### src/rtl/id_stage_pipe.sv
// rtl/id_stage_pipe.sv - registered RV64I/RV32I decode stage with busy scoreboard and hazard stall
//
// Ports:
//   clk, rst                 clock (rising edge), asynchronous active-low reset
//   in_valid/in_ready        IF handshake; in_inst/in_pc carry the instruction and its PC
//   flush                    clears the output valid and every busy bit on the next edge
//   wb_ena/wb_addr           writeback completion, clears the busy bit of wb_addr
//   out_valid/out_ready      EX handshake
//   out_pc, out_imm          PC and sign-extended immediate of the decoded instruction
//   out_aluop, out_word      ALU operation and 32-bit word-op flag
//   out_rs1_*/out_rs2_*      source register reads
//   out_rd_*                 destination write (never enabled for x0)
//   out_op1_sel/out_op2_sel  operand muxes (pc / imm)
//   out_illegal              unsupported encoding; all enables forced low
module id_stage_pipe #(
    parameter int XLEN    = 64,
    parameter int NREG    = 32,
    parameter int ALUOP_W = 4
) (
    input  logic               clk,
    input  logic               rst,
    input  logic               in_valid,
    output logic               in_ready,
    input  logic [31:0]        in_inst,
    input  logic [XLEN-1:0]    in_pc,
    input  logic               flush,
    input  logic               wb_ena,
    input  logic [4:0]         wb_addr,
    output logic               out_valid,
    input  logic               out_ready,
    output logic [XLEN-1:0]    out_pc,
    output logic [XLEN-1:0]    out_imm,
    output logic [ALUOP_W-1:0] out_aluop,
    output logic               out_word,
    output logic               out_rs1_ena,
    output logic [4:0]         out_rs1_addr,
    output logic               out_rs2_ena,
    output logic [4:0]         out_rs2_addr,
    output logic               out_rd_ena,
    output logic [4:0]         out_rd_addr,
    output logic               out_op1_sel,
    output logic               out_op2_sel,
    output logic               out_illegal
);

    localparam logic [6:0] OPC_OP_IMM    = 7'b0010011;
    localparam logic [6:0] OPC_OP        = 7'b0110011;
    localparam logic [6:0] OPC_LUI       = 7'b0110111;
    localparam logic [6:0] OPC_AUIPC     = 7'b0010111;
    localparam logic [6:0] OPC_JAL       = 7'b1101111;
    localparam logic [6:0] OPC_JALR      = 7'b1100111;
    localparam logic [6:0] OPC_BRANCH    = 7'b1100011;
    localparam logic [6:0] OPC_LOAD      = 7'b0000011;
    localparam logic [6:0] OPC_STORE     = 7'b0100011;
    localparam logic [6:0] OPC_OP_IMM_32 = 7'b0011011;
    localparam logic [6:0] OPC_OP_32     = 7'b0111011;

    localparam logic [3:0] ALU_ADD  = 4'd0;
    localparam logic [3:0] ALU_SUB  = 4'd1;
    localparam logic [3:0] ALU_SLL  = 4'd2;
    localparam logic [3:0] ALU_SLT  = 4'd3;
    localparam logic [3:0] ALU_SLTU = 4'd4;
    localparam logic [3:0] ALU_XOR  = 4'd5;
    localparam logic [3:0] ALU_SRL  = 4'd6;
    localparam logic [3:0] ALU_SRA  = 4'd7;
    localparam logic [3:0] ALU_OR   = 4'd8;
    localparam logic [3:0] ALU_AND  = 4'd9;
    localparam logic [3:0] ALU_PASS = 4'd10;

    localparam logic IS_RV32 = (XLEN == 32);

    // funct3 -> ALU op; alt selects SUB/SRA (instruction bit 30)
    function automatic logic [3:0] alu_f3(input logic [2:0] f3, input logic alt);
        case (f3)
            3'b000:  alu_f3 = alt ? ALU_SUB : ALU_ADD;
            3'b001:  alu_f3 = ALU_SLL;
            3'b010:  alu_f3 = ALU_SLT;
            3'b011:  alu_f3 = ALU_SLTU;
            3'b100:  alu_f3 = ALU_XOR;
            3'b101:  alu_f3 = alt ? ALU_SRA : ALU_SRL;
            3'b110:  alu_f3 = ALU_OR;
            default: alu_f3 = ALU_AND;
        endcase
    endfunction

    logic [6:0]        w_opcode;
    logic [2:0]        w_f3;
    logic [6:0]        w_f7;
    logic [4:0]        w_rs1;
    logic [4:0]        w_rs2;
    logic [4:0]        w_rd;
    logic              w_shamt_hi;
    logic signed [11:0] w_i12;
    logic signed [11:0] w_s12;
    logic signed [12:0] w_b13;
    logic signed [31:0] w_u32;
    logic signed [20:0] w_j21;
    logic [XLEN-1:0]   w_imm_i;
    logic [XLEN-1:0]   w_imm_s;
    logic [XLEN-1:0]   w_imm_b;
    logic [XLEN-1:0]   w_imm_u;
    logic [XLEN-1:0]   w_imm_j;

    logic              w_illegal;
    logic              w_use_rs1;
    logic              w_use_rs2;
    logic              w_use_rd;
    logic [3:0]        w_aluop;
    logic              w_word;
    logic              w_op1_sel;
    logic              w_op2_sel;
    logic [XLEN-1:0]   w_imm;

    logic              w_rs1_ena;
    logic              w_rs2_ena;
    logic              w_rd_ena;

    logic [NREG-1:0]   w_wb_mask;
    logic [NREG-1:0]   w_set_mask;
    logic [NREG-1:0]   w_busy_byp;
    logic              w_hazard;
    logic              w_accept;

    logic [NREG-1:0]   r_busy;
    logic              r_valid;
    logic [XLEN-1:0]   r_pc;
    logic [XLEN-1:0]   r_imm;
    logic [3:0]        r_aluop;
    logic              r_word;
    logic              r_rs1_ena;
    logic [4:0]        r_rs1_addr;
    logic              r_rs2_ena;
    logic [4:0]        r_rs2_addr;
    logic              r_rd_ena;
    logic [4:0]        r_rd_addr;
    logic              r_op1_sel;
    logic              r_op2_sel;
    logic              r_illegal;

    assign w_opcode = in_inst[6:0];
    assign w_f3     = in_inst[14:12];
    assign w_f7     = in_inst[31:25];
    assign w_rs1    = in_inst[19:15];
    assign w_rs2    = in_inst[24:20];
    assign w_rd     = in_inst[11:7];

    // shamt[5] only exists on RV64; on RV32 a set bit 25 is an illegal shift amount
    assign w_shamt_hi = IS_RV32 & in_inst[25];

    // signed intermediates so the size casts below sign-extend from inst[31]
    assign w_i12   = in_inst[31:20];
    assign w_s12   = {in_inst[31:25], in_inst[11:7]};
    assign w_b13   = {in_inst[31], in_inst[7], in_inst[30:25], in_inst[11:8], 1'b0};
    assign w_u32   = {in_inst[31:12], 12'b0};
    assign w_j21   = {in_inst[31], in_inst[19:12], in_inst[20], in_inst[30:21], 1'b0};
    assign w_imm_i = XLEN'(w_i12);
    assign w_imm_s = XLEN'(w_s12);
    assign w_imm_b = XLEN'(w_b13);
    assign w_imm_u = XLEN'(w_u32);
    assign w_imm_j = XLEN'(w_j21);

    always_comb begin
        w_illegal = 1'b0;
        w_use_rs1 = 1'b0;
        w_use_rs2 = 1'b0;
        w_use_rd  = 1'b0;
        w_aluop   = ALU_ADD;
        w_word    = 1'b0;
        w_op1_sel = 1'b0;
        w_op2_sel = 1'b0;
        w_imm     = '0;
        case (w_opcode)
            OPC_OP_IMM: begin
                w_use_rs1 = 1'b1;
                w_use_rd  = 1'b1;
                w_op2_sel = 1'b1;
                w_imm     = w_imm_i;
                w_aluop   = alu_f3(w_f3, in_inst[30] & (w_f3 == 3'b101));
                if (w_f3 == 3'b001)
                    w_illegal = (in_inst[31:26] != 6'd0) | w_shamt_hi;
                else if (w_f3 == 3'b101)
                    w_illegal = ({in_inst[31], in_inst[29:26]} != 5'd0) | w_shamt_hi;
            end
            OPC_OP: begin
                w_use_rs1 = 1'b1;
                w_use_rs2 = 1'b1;
                w_use_rd  = 1'b1;
                w_aluop   = alu_f3(w_f3, in_inst[30]);
                w_illegal = !((w_f7 == 7'h00) ||
                              ((w_f7 == 7'h20) && ((w_f3 == 3'b000) || (w_f3 == 3'b101))));
            end
            OPC_OP_IMM_32: begin
                w_use_rs1 = 1'b1;
                w_use_rd  = 1'b1;
                w_op2_sel = 1'b1;
                w_word    = 1'b1;
                w_imm     = w_imm_i;
                w_aluop   = alu_f3(w_f3, in_inst[30] & (w_f3 == 3'b101));
                case (w_f3)
                    3'b000:  w_illegal = IS_RV32;
                    3'b001:  w_illegal = IS_RV32 | (w_f7 != 7'h00);
                    3'b101:  w_illegal = IS_RV32 | !((w_f7 == 7'h00) || (w_f7 == 7'h20));
                    default: w_illegal = 1'b1;
                endcase
            end
            OPC_OP_32: begin
                w_use_rs1 = 1'b1;
                w_use_rs2 = 1'b1;
                w_use_rd  = 1'b1;
                w_word    = 1'b1;
                w_aluop   = alu_f3(w_f3, in_inst[30]);
                case (w_f3)
                    3'b000, 3'b101: w_illegal = IS_RV32 | !((w_f7 == 7'h00) || (w_f7 == 7'h20));
                    3'b001:         w_illegal = IS_RV32 | (w_f7 != 7'h00);
                    default:        w_illegal = 1'b1;
                endcase
            end
            OPC_LUI: begin
                w_use_rd  = 1'b1;
                w_op2_sel = 1'b1;
                w_imm     = w_imm_u;
                w_aluop   = ALU_PASS;
            end
            OPC_AUIPC: begin
                w_use_rd  = 1'b1;
                w_op1_sel = 1'b1;
                w_op2_sel = 1'b1;
                w_imm     = w_imm_u;
            end
            OPC_JAL: begin
                w_use_rd  = 1'b1;
                w_op1_sel = 1'b1;
                w_op2_sel = 1'b1;
                w_imm     = w_imm_j;
            end
            OPC_JALR: begin
                w_use_rs1 = 1'b1;
                w_use_rd  = 1'b1;
                w_op2_sel = 1'b1;
                w_imm     = w_imm_i;
            end
            OPC_BRANCH: begin
                // EX compares rs1/rs2: SUB for eq/ne, SLT for lt/ge, SLTU for ltu/geu
                w_use_rs1 = 1'b1;
                w_use_rs2 = 1'b1;
                w_imm     = w_imm_b;
                case (w_f3[2:1])
                    2'b10:   w_aluop = ALU_SLT;
                    2'b11:   w_aluop = ALU_SLTU;
                    default: w_aluop = ALU_SUB;
                endcase
            end
            OPC_LOAD: begin
                w_use_rs1 = 1'b1;
                w_use_rd  = 1'b1;
                w_op2_sel = 1'b1;
                w_imm     = w_imm_i;
            end
            OPC_STORE: begin
                w_use_rs1 = 1'b1;
                w_use_rs2 = 1'b1;
                w_op2_sel = 1'b1;
                w_imm     = w_imm_s;
            end
            default: w_illegal = 1'b1;
        endcase
    end

    assign w_rs1_ena = w_use_rs1 & ~w_illegal;
    assign w_rs2_ena = w_use_rs2 & ~w_illegal;
    assign w_rd_ena  = w_use_rd & ~w_illegal & (w_rd != 5'd0);

    always_comb begin
        w_wb_mask  = '0;
        w_set_mask = '0;
        if (wb_ena)
            w_wb_mask[wb_addr] = 1'b1;
        if (w_accept && w_rd_ena)
            w_set_mask[w_rd] = 1'b1;
    end

    // a writeback landing this cycle already frees its register for the hazard check
    assign w_busy_byp = r_busy & ~w_wb_mask;
    assign w_hazard   = (w_rs1_ena & w_busy_byp[w_rs1]) |
                        (w_rs2_ena & w_busy_byp[w_rs2]) |
                        (w_rd_ena  & w_busy_byp[w_rd]);
    assign in_ready   = rst & ~flush & ~w_hazard & (~r_valid | out_ready);
    assign w_accept   = in_valid & in_ready;

    always_ff @(posedge clk or negedge rst) begin
        if (!rst)
            r_busy <= '0;
        else if (flush)
            r_busy <= '0;
        else
            r_busy <= (w_busy_byp | w_set_mask) & ~NREG'(1);
    end

    always_ff @(posedge clk or negedge rst) begin
        if (!rst)
            r_valid <= 1'b0;
        else if (flush)
            r_valid <= 1'b0;
        else if (w_accept)
            r_valid <= 1'b1;
        else if (out_ready)
            r_valid <= 1'b0;
    end

    // payload only moves on accept, so it holds under backpressure
    always_ff @(posedge clk or negedge rst) begin
        if (!rst) begin
            r_pc       <= '0;
            r_imm      <= '0;
            r_aluop    <= '0;
            r_word     <= 1'b0;
            r_rs1_ena  <= 1'b0;
            r_rs1_addr <= '0;
            r_rs2_ena  <= 1'b0;
            r_rs2_addr <= '0;
            r_rd_ena   <= 1'b0;
            r_rd_addr  <= '0;
            r_op1_sel  <= 1'b0;
            r_op2_sel  <= 1'b0;
            r_illegal  <= 1'b0;
        end else if (w_accept) begin
            r_pc       <= in_pc;
            r_imm      <= w_imm;
            r_aluop    <= w_aluop;
            r_word     <= w_word;
            r_rs1_ena  <= w_rs1_ena;
            r_rs1_addr <= w_rs1;
            r_rs2_ena  <= w_rs2_ena;
            r_rs2_addr <= w_rs2;
            r_rd_ena   <= w_rd_ena;
            r_rd_addr  <= w_rd;
            r_op1_sel  <= w_op1_sel;
            r_op2_sel  <= w_op2_sel;
            r_illegal  <= w_illegal;
        end
    end

    assign out_valid    = r_valid;
    assign out_pc       = r_pc;
    assign out_imm      = r_imm;
    assign out_aluop    = ALUOP_W'(r_aluop);
    assign out_word     = r_word;
    assign out_rs1_ena  = r_rs1_ena;
    assign out_rs1_addr = r_rs1_addr;
    assign out_rs2_ena  = r_rs2_ena;
    assign out_rs2_addr = r_rs2_addr;
    assign out_rd_ena   = r_rd_ena;
    assign out_rd_addr  = r_rd_addr;
    assign out_op1_sel  = r_op1_sel;
    assign out_op2_sel  = r_op2_sel;
    assign out_illegal  = r_illegal;

endmodule

### config.mk
export PLATFORM = sky130hd
export DESIGN_NAME = id_stage_pipe
export DESIGN_NICKNAME = d
export VERILOG_FILES = /design/src/rtl/id_stage_pipe.sv
export SDC_FILE = /design/constraint.sdc
export NUM_CORES = 1
export LEC_CHECK = 0
export CAP_MARGIN = 5
export CORE_MARGIN = 4
export CORE_UTILIZATION = 52
export DETAILED_ROUTE_END_ITERATION = 6
export GPL_ROUTABILITY_DRIVEN = 0
export HOLD_SLACK_MARGIN = 0.03
export PLACE_DENSITY = 0.91
export SYNTH_ARGS = -nofsm -noshare
export SYNTH_HDL_FRONTEND = slang
export SYNTH_SLANG_ARGS = --single-unit
### constraint.sdc
create_clock -name clk -period 5.2 [get_ports clk]
set_input_delay 0.78 -clock clk [delete_from_list [all_inputs] [get_ports clk]]
set_output_delay 0.78 -clock clk [all_outputs]
set_load 0.01 [all_outputs]
# ---- Yosys cells after proc, flatten, opt, wreduce, memory -nomap -nowiden
# Cells that the tools add are included.
# Widths: inputs -> output; s select.
dict set report totals {
  latch_bits 0
  mem_bits_ro 0
  out_inout_bits 156
  ramBits 0
  ff_bits 187
  mem_count 0
}
dict set report op_classes {
  n_addsub 0
  mux 36
  shift 0
  order_cmp 6
  n_eq_ne 20
  n_bitwise 22
  n_reduce_logical 28
  mul 0
  n_div 0
}
# operator n
set op_table {}
lappend op_table {{$pmux 64 s5} 1}
lappend op_table {{$mux 32} 3}
lappend op_table {{$pmux 4 s7} 2}
lappend op_table {{$eq 7x6->1 const B} 5}
lappend op_table {{$and 32x32->32} 1}
lappend op_table {{$not 32->32} 1}
lappend op_table {{$or 32x32->32} 1}
lappend op_table {{$lt 5x6->1 const B} 4}
lappend op_table {{$eq 7x5->1 const B} 3}
lappend op_table {{$eq 7x7->1 const B} 3}
lappend op_table {{$mux 1} 20}
lappend op_table {{$pmux 4 s4} 1}
lappend op_table {{$reduce_or 8->1} 2}
lappend op_table {{$bmux 1 s5} 3}
lappend op_table {{$and 1x1->1} 12}
lappend op_table {{$reduce_or 2->1} 6}
lappend op_table {{$demux 1 s5} 2}
lappend op_table {{$ge 5x1->1 const B} 2}
lappend op_table {{$reduce_bool 5->1} 2}
lappend op_table {{$eq 3x3->1 const B} 3}
lappend op_table {{$reduce_or 9->1} 1}
lappend op_table {{$reduce_or 4->1} 2}
lappend op_table {{$eq 7x2->1 const B} 1}
lappend op_table {{$logic_not 7->1} 1}
lappend op_table {{17 further kinds} 30}

# ---- Depth between registers and ports, before layout
# Gate-level depths: netlist of the first run.
dict set report logic_depth {
  depth_word 20
  ltp_mapped 13
  ltp_nobuf 8
}

# ---- Least setup slack after synthesis of the first run
# Ideal clock, no wire load.
dict set report synth_path {
  path_kind {in2out}
  start {input port wb_addr[2]}
  end {output port in_ready}
  stages 8
  path_slack_ps 2017
  path_buffers 1
  t_arrival_ps 2403
  cell_sequence {buf_6 or4b_4 o311ai_1 nor4b_2 a311oi_1 o21ai_2 nand3_1 nor2_1}
}
dict set report synth_via {
  elab_chain_len 15
  word_cells_on_any_way 22
  classes_between {2 x order compare; 9 x mux; 10 x bitwise; 1 x reduce/logical}
}
# element line_no
set synth_lines {}
lappend synth_lines {{from (decl)} 28} ;# input logic [4:0] wb_addr,
lappend synth_lines {{$lt 5x6->1 (not written as such) or $ge 5x1->1 (tied branches)} 277} ;# w_wb_mask[wb_addr] = 1'b1;
lappend synth_lines {{$logic_and 1x1->1 (not written as such)} 277}
lappend synth_lines {{$mux 1 (not written as such)} 277}
lappend synth_lines {{$demux 1 s5 (*)} 277}
lappend synth_lines {{$mux 32 (*)} 276} ;# if (wb_ena)
lappend synth_lines {{$not 32->32 (*)} 283} ;# assign w_busy_byp = r_busy & ~w_wb_mask;
lappend synth_lines {{$and 32x32->32 (*)} 283}
lappend synth_lines {{$bmux 1 s5 (on tied branches)} {284, 285}}
lappend synth_lines {{$mux 1 (on tied branches)} {284, 285}}
lappend synth_lines {{$and 1x1->1 (on tied branches)} {284, 285}}
lappend synth_lines {{$or 1x1->1} 284} ;# assign w_hazard = (w_rs1_ena & w_busy_byp[w_rs1]) |
lappend synth_lines {{$or 1x1->1 (*)} 285} ;# (w_rs2_ena & w_busy_byp[w_rs2]) |
lappend synth_lines {{$not 1->1 (*)} 287} ;# assign in_ready = rst & ~flush & ~w_hazard & (~r_valid | out_ready);
lappend synth_lines {{$and 1x1->1 (*) (2 in a row)} 287}
lappend synth_lines {{to (decl)} 23} ;# output logic in_ready,
# Every way passes the cells marked *; elsewhere a longest branch is shown, timed or not. The select of a mux whose other input is x is not followed.

# ---- Worst setup path in the final report of the first run
dict set report layout_path {
  start {input port wb_addr[0]}
  end {output port in_ready}
}
# Same word-level chain as after synthesis.

==> flow_results.org, run 1 <==
** Timing
- The number of max-slew violations in the final report is 0.
- For this run, the top clock speed supported by timing is 207 MHz.
- Setup clock skew after layout :: 10.1 ps
- Setup repair after global routing left no endpoint under its margin.
- Worst rel slew slack :: 0.402
- Hold timing on the final database bottoms out at a slack of between 200 and 300 ps.
- Time the worst path needs with I/O delays and setup :: 4840 ps
- Setup total negative slack on the finished layout was measured at 0 ps.
- Dividing the final minimum period by the clock period gives 0.931.
- Final worst-path setup slack :: 359 ps
- Final Hold Viols :: 0
- Final setup fails :: 0
- At the pin with the least slew margin, the transition time is 895 ps.

** Yosys
- In this run, synthesis produced a sequential element count of 154.
- Number of standard cells after synthesis :: roughly 830
- After synthesis, the mean cell area works out to 11.1 um^2.
- The synthesized design contains 0 enable-type register cells.
- Ys Warns :: 0
- Most used flip-flop cell after synthesis :: dfrtp_1
- Synthesis produced a netlist with a net count of 932.
- In the synthesized netlist the async set-or-reset flop fraction comes to 1.00.
- The mapped netlist covers between 0.009 and 0.01 mm^2.
- Counting distinct cell types in the post-synthesis netlist gives ~70.
- Sequential cell area fraction in the yosys report :: 0.420

** Floorplanning
- The initial utilization of the core area, before any placement, comes to 0.530.
- Row Count :: 48
- Vertical extent of the die :: 141 um
- Core Area :: approximately 0.017 mm^2
- In this run the count of I/O pins placed on the die edge is 263.
- Die Area :: slightly below 0.02 mm^2
- The floorplan step set the die width to 141 um.

** Place
- Once placement finished, the instance area stood at about 0.012 mm^2.
- Counting tap cells, the placed design contains a total of 1237 instances.
- After legalization and detailed placement, the total HPWL measured 19.7 mm.
- Port buffering added 262 buffers.
- Before CTS, the worst setup slack after placement is approximately 570 ps.

** Worst setup path
- In this run the register-to-register setup slack is 2330 ps.
- Tracing the worst setup path back leads to its startpoint at wb_addr[0].
- STA classifies the critical path startpoint as a primary input.
- End of the worst register-to-register path :: out_op2_sel
- In this run the worst setup path terminates at in_ready.
- STA classifies the critical path endpoint as an output port.
- STA puts the critical path data required time at between 4000 and 5000 ps.
- The worst setup path is of the primary input to output port kind.
- Worst reg2reg path depth :: 9
- The startpoint identified for the worst register-to-register timing path is r_busy[31].
- Of all nets on the critical path, the largest fanout is 15.
- Arrival time at the worst endpoint :: between 4000 and 5000 ps

** Power and ir drop
- IR analysis of the VDD net gives a maximum drop of 214 uV.
- In this run the static leakage power is 5.35 nW.
- Power share of the sequential group :: 0.395
- For this design the total switching power over the nets is 1.01 mW.
- Of the total power, the clock network draws 0.343.
- Areal power density over the cells :: 299 mW/mm^2
- Cell-internal power :: 2.65 mW
- Comb power frac :: 0.262
- Switch share :: 0.276

** Clocking
- Total clock buffers created by CTS :: 17
- Number of hold buffers added after cts :: 0
- The clock drives roughly 150 sinks.
- # H-tree levels :: 4
- After clock tree synthesis, the clock-pin slew on the worst setup and hold paths is 70 ps.
- Post-cts resize count :: 0
- Root buffer selected by CTS :: clkbuf_16
- In this run the deepest clock path goes through 2 buffers.
- Setup Buffers After CTS :: 0
- TritonCTS built the clock tree.
- The clock reaches the later pin of the worst-skew pair after 420 ps.

** Global route
- In the global route stage, overall resource usage came out at 0.271.
- Aggregate global routing overflow :: 0
- The via count of the first global-routing pass was a little under 8000.
- The first global-routing pass estimated 43.0 mm of wire.
- Number of antenna violations at the first check in global routing :: 0
- Entering global routing, the biggest net connects 63 pins.

** Drt
- In this run, the number of DRC markers left after iteration 0 of detailed routing was 857.
- Total detailed-routing wirelength :: 27.5 mm
- In the routed design, unresolved DRC markers number 0.
- Across all layers, the routed design uses 7844 vias.
- After detailed routing, the average wire length per cell comes to 21.7 um.
- In this run the remaining antenna-violating nets after routing total 0.
- For this run, the detailed router's first-pass iteration total came to 6.
- Using the TritonRoute via totals, the vias-per-cell ratio works out to 6.18.

** Cells and area
- From synthesis to final layout, the design area changed by 33.5%.
- Highest-count cells in the layout ignoring fill and taps :: clkdlybuf4s50_1, dfrtp_1, mux2_4
- Post-Layout Cell Count :: 1269
- Net total in the final layout :: 1138
- # fillers :: approximately 1200
- Fraction of final layout cells sized beyond drive strength 1 :: 0.184
- Number of diodes added for antenna fixing :: 0
- Registers take 0.00385 mm^2.
- Most common cell after layout, fill and taps aside :: clkdlybuf4s50_1
- Area used by multi-input combinational logic :: between 0.004 and 0.005 mm^2
- Fin area :: 0.0122 mm^2

** Worst hold path
- Worst Hold Class :: primary input to asynchronous set/reset pin

** Flow run
- Max-cap violations in this run came to 0.

** Status
- The run finished with clean final reports.
[worst min path at each step]
stage / to / slack [ps] / cells past startpoint
detailed placement: out_pc[13] / 490 / 1
global placement: out_pc[19] / 490 / 1
global route: out_pc[30] / 330 / 1
finish: out_pc[30] / 290 / 1
floorplan: out_aluop[0] / 480 / 0
CTS: out_rs2_addr[1] / 310 / 1
[stage by stage]
| stage | total power, mW | util |
|---|---|---|
| after CTS | 3.67 | 0.708 |
| after floorplan | 1.89 | - |
| after global routing | 3.79 | 0.708 |
| after detailed placement | 2.41 | 0.674 |
| final | 3.66 | 0.708 |
| after global placement | 2.39 | 0.674 |
[cells by family (layout without fill, tap and decap cells)]
group	count (synthesis)	count (layout)	synth area share
AO/OA/AOI/OAI	167	167	0.138
XOR/XNOR	8	8	0.00764
buffers and inverters	131	350	0.0821
flip-flops	154	154	0.420
multiplexers	157	157	0.227
AND/OR/NAND/NOR	208	208	0.125
[final cells by class]
type,instances,share of cell area
well taps,225,0.0230
flip-flops and latches,154,0.315
repair buffers,288,0.232
clock inverters,11,0.0110
clock buffers,21,0.0368
multi-input cells,540,0.373
inverters,30,0.00920
[worst max-delay path: stages]
cell and delay [ps]:
clkdlybuf4s50_1 810, xnor2_1 690, nand3_1 160, a221oi_1 350
nand2_1 100, nand4_1 110, o31a_1 210, nand3_1 90
nor2_1 190, clkdlybuf4s50_1 580
[flip-flops by register name, summed over array words and instances, names as in the netlist]
| signal | flops |
|---|---|
| out_rd_ena | 1 |
| out_word | 1 |
| out_aluop | 4 |
| out_rs1_addr | 5 |
| out_rs1_ena | 1 |
| out_rd_addr | 5 |
| out_op2_sel | 1 |
| out_imm | 32 |
| out_rs2_ena | 1 |
| out_illegal | 1 |
| out_rs2_addr | 5 |
| r_busy | 31 |
| out_valid | 1 |
| out_pc | 64 |
| out_op1_sel | 1 |
[synth_stat cells, types with 5 or more instances]
cell type,count,area [um^2]
dfrtp_1,154,3850
mux2_4,90,1350
nand2_1,44,165
mux2i_1,43,430
buf_4,38,285
nand3_1,33,165
o21ai_0,32,160
inv_1,30,113
nor2_1,29,109
clkbuf_1,26,97.6
buf_2,23,115
mux2_2,21,236
nand2b_1,21,131
a21oi_1,20,100
a21o_1,16,120
nor3_1,15,75.1
o211ai_1,14,105
buf_6,12,135
a311oi_1,10,87.6
o41ai_2,10,163
nor2b_1,9,56.3
nand4_1,8,50.1
a22o_1,6,52.6
a31oi_1,6,37.5
and2_1,6,37.5
and3_1,6,37.5
or3_1,6,37.5
nand4b_1,5,43.8
o31ai_1,5,37.5
xnor2_1,5,43.8
[layer usage]
layer  track usage  part of all wire  wire length, um
met5             0                 0                0
met4         0.119             0.040             1090
met3        0.0855              0.12             3260
met2         0.425              0.46            12800
met1         0.346              0.38            10400
[power by group through the flow]
stage | Sequential [mW] | Combinational [mW] | Clock, mW
6_report | 1.44 | 0.959 | 1.26
5_1_grt | 1.46 | 1.01 | 1.32
4_1_cts | 1.44 | 0.961 | 1.27
3_5_place_dp | 1.46 | 0.957 | 0
3_3_place_gp | 1.45 | 0.937 | 0
2_1_floorplan | 1.52 | 0.376 | 0
(Power assumes the default switching activity.)
==> inputs of run 2 (changes only) <==
- CORE_MARGIN: 4 -> 2
==> run 2 against run 1 <==
  * Largest power group unchanged
  * Count of clock-buffer cells in the layout fell by 3
  * Critical path depth did not move
  * First-iteration DRC count rose by 16%
  * Final cell count fell by 0.24%
  * Critical endpoint unchanged
  * Sequential cell count did not move
==> flow_results.org, run 2 (synthesis results as in run 1) <==
** Timing
- The actual slew at the worst max-slew pin is 906 ps (+11.1 ps).
- Max Clk Rate :: 211 MHz (+2.0%)
- The time the worst path needs with I/O delays and setup came to 4750 ps (-92.6 ps).
- The final worst slack was 452 ps (+92.6 ps).
- The setup-violating endpoint count in the final report is 0 (unchanged).
- The count of endpoints failing hold in the final timing report is 0 (unchanged).
- Setup clock skew after layout :: 9.01 ps (-1.05 ps)
- The final-layout setup total negative slack was 0 ps (unchanged).
- Setup repair after global routing missed its margin :: false
- Worst Hold Margin :: 247 ps (-47.3 ps)
- The number of max-slew violations in the final report was 0 (unchanged).
- Worst rel slew slack :: 0.394 (-0.00744)
- The post-route fraction of the period consumed by the critical path came to 0.913 (-0.0178).

** Clocking
- CTS sink cnt :: 154 (unchanged)
- Setup Buffers After CTS :: 0 (unchanged)
- Insertion delay to the later sink of the worst-skew pair :: 430 ps (about the same)
- The post-cts gate resize count was 0 (unchanged).
- CTS tree :: done
- Number of hold buffers added after cts :: 0 (unchanged)
- # H-tree levels :: 4 (unchanged)
- Root buffer selected by CTS :: clkbuf_16
- Total clock buffers created by CTS :: 17 (unchanged)
- Largest buffer count on any clock path :: 2 (unchanged)
- CTS clock-pin slew for the worst setup and hold paths :: 70 ps (about the same)

** Worst setup path
- Total stage count of the critical path :: 10 (unchanged)
- Worst EP required :: 4420 ps (about the same)
- Arrival time at the worst endpoint :: 3970 ps (-90 ps)
- Highest net fanout along the worst path :: 12 (-3)
- Worst reg2reg path depth :: 9 (unchanged)
- The worst setup path is captured at an output port.
- Startpoint kind of the worst setup timing path :: primary input
- The most critical setup path has its endpoint at in_ready.
- The delay of the slowest cell on the worst path is 760 ps (-50 ps).
- The sum of buffers and inverters on the critical path came to 2 (unchanged).
- The cell family contributing the most delay on the critical path is buffers and inverters.
- Minimum setup slack among reg-to-reg paths :: 2180 ps (-150 ps)
- On the critical path, the stage with the largest delay is an instance of clkdlybuf4s50_1.
- Worst-path cell chain :: clkdlybuf4s50_1 -> xnor2_1 -> a211oi_1 -> o21ai_0 -> o211ai_1 -> a41oi_1 -> o31a_1 -> nand3_1 -> nor2_1 -> clkdlybuf4s50_1
- Origin of the critical flop-to-flop path :: r_busy[29]
- The worst setup path is of the primary input to output port kind.
- End of the worst register-to-register path :: out_op2_sel
- In this run the worst setup path begins at in_inst[15].
- Cell with the most instances on the worst path :: clkdlybuf4s50_1

** Place
- Port bufs :: 262 (unchanged)
- Placed cell count :: 1234 (-0.24%)
- HPWL Detailed :: 19.5 mm (-0.87%)
- Dpl ws :: 616 ps (+43.1 ps)

** Drt
- Initial DRC Count :: 995 (+16%)
- The post-detailed-route via-to-cell ratio was 6.23 (+0.72%).
- The remaining antenna violation count is 0 (unchanged).
- The DRC violation count after routing is 0 (unchanged).
- Total detailed-routing wirelength :: 27.4 mm (-0.36%)
- The average wire per standard cell came to 21.6 um (-0.13%).
- The number of iterations in the first detailed-routing pass came to 6 (unchanged).
- The vias after detailed routing is 7882 (+0.48%).

** Cells and area
- Largest register FFs :: 64 (unchanged)
- The net count reported at finish is 1135 (-0.26%).
- Number of diodes added for antenna fixing :: 0 (unchanged)
- # fillers :: 1231 (-0.89%)
- The post-layout instance count excluding filler cells is 1266 (-0.24%).
- The area growth from synthesis to layout is 33.3%.
- Finished Core Util :: 0.707 (-0.00116)
- Leaving out fill and tap cells, the most frequent cells in the layout are clkdlybuf4s50_1, dfrtp_1, mux2_4.
- The share of final-layout standard cells stronger than drive strength 1 is 0.183 (-0.000431).
- Leaving out fill and tap cells, the most frequent cell in the layout is clkdlybuf4s50_1.

** Floorplanning
- The width of the die was 137 um (-2.8%).
- The number of rows in the core area was 48 (unchanged).
- Core Area :: 0.0173 mm^2 (unchanged)
- The initial core utilization was 0.530 (unchanged).
- Total I/O pin count :: 263 (unchanged)
- Vertical extent of the die :: 137 um (-2.8%)
- The floorplan die area was 0.0187 mm^2 (-5.6%).

** Power and ir drop
- The part of the power in combinational logic is 0.262 (about the same).
- The switching component of the power is 1.02 mW (+0.54%).
- The leakage component of the power is 5.34 nW (-0.21%).
- Cell-internal power :: 2.64 mW (-0.45%)
- The clock power share was 0.344 (about the same).
- Switch share :: 0.278 (+0.00199)
- The maximum vdd drop came to 259 uV (+21%).
- Power share of the sequential group :: 0.394 (about the same)
- Areal power density over the cells :: 299 mW/mm^2 (about the same)

** Flow run
- The reported max-cap violation count is 0 (unchanged).

** Global route
- Maximum number of pins on one net before global-route repair :: 79 (+25%)
- The initial antenna violation count was 0 (unchanged).
- The remaining global-route overflow is 0 (unchanged).
- First-pass GRT wire length :: 41.6 mm (-3.3%)
- Vias in the first global route :: 7697 (-2.8%)
- The global-route usage over all layers came to 0.288 (+0.0173).

** Status
- Status :: completed

** Worst hold path
- Worst Hold Class :: primary input to asynchronous set/reset pin
-- run 2: area by class of cell --
class,instances,area [um^2],share of cell area
Multi-Input combinational cell,540,4560,0.373
Clock buffer,18,429,0.0351
Timing Repair Buffer,285,2820,0.231
Sequential cell,154,3850,0.315
Tap cell,225,282,0.0230
Inverter,30,113,0.00921
Clock inverter,14,159,0.0130
-- run 2: metrics by stage --
step	power [mW]	cell area, um^2
after floorplan	1.89	9170
after global routing	3.78	12200
after CTS	3.67	12200
final	3.65	12200
after detailed placement	2.41	11600
after global placement	2.38	11600
-- run 2: layer usage --
| layer | GRT usage | vias to the layer above | share of wire |
|---|---|---|---|
| li1 | - | 3386 | - |
| met1 | 0.360 | 3730 | 0.38 |
| met2 | 0.454 | 631 | 0.46 |
| met3 | 0.0778 | 135 | 0.12 |
| met4 | 0.159 | 0 | 0.052 |
| met5 | 0 | - | 0 |
-- run 2: worst min path at each step --
stage	start	slack [ps]	endpoint	cells past startpoint
2_1_floorplan	rst	480	out_aluop[0]	0
3_3_place_gp	out_pc[24]	490	out_pc[24]	1
3_5_place_dp	out_pc[37]	490	out_pc[37]	1
4_1_cts	rst	260	out_pc[31]	1
5_1_grt	rst	270	out_pc[31]	1
6_report	rst	250	out_pc[31]	1
-- run 2: power groups by stage --
stage	clock network [mW]	logic, mW	registers (mW)
after floorplan	0	0.376	1.52
after global placement	0	0.932	1.45
after detailed placement	0	0.953	1.45
after CTS	1.27	0.957	1.44
after global routing	1.31	1.00	1.46
final	1.26	0.955	1.44
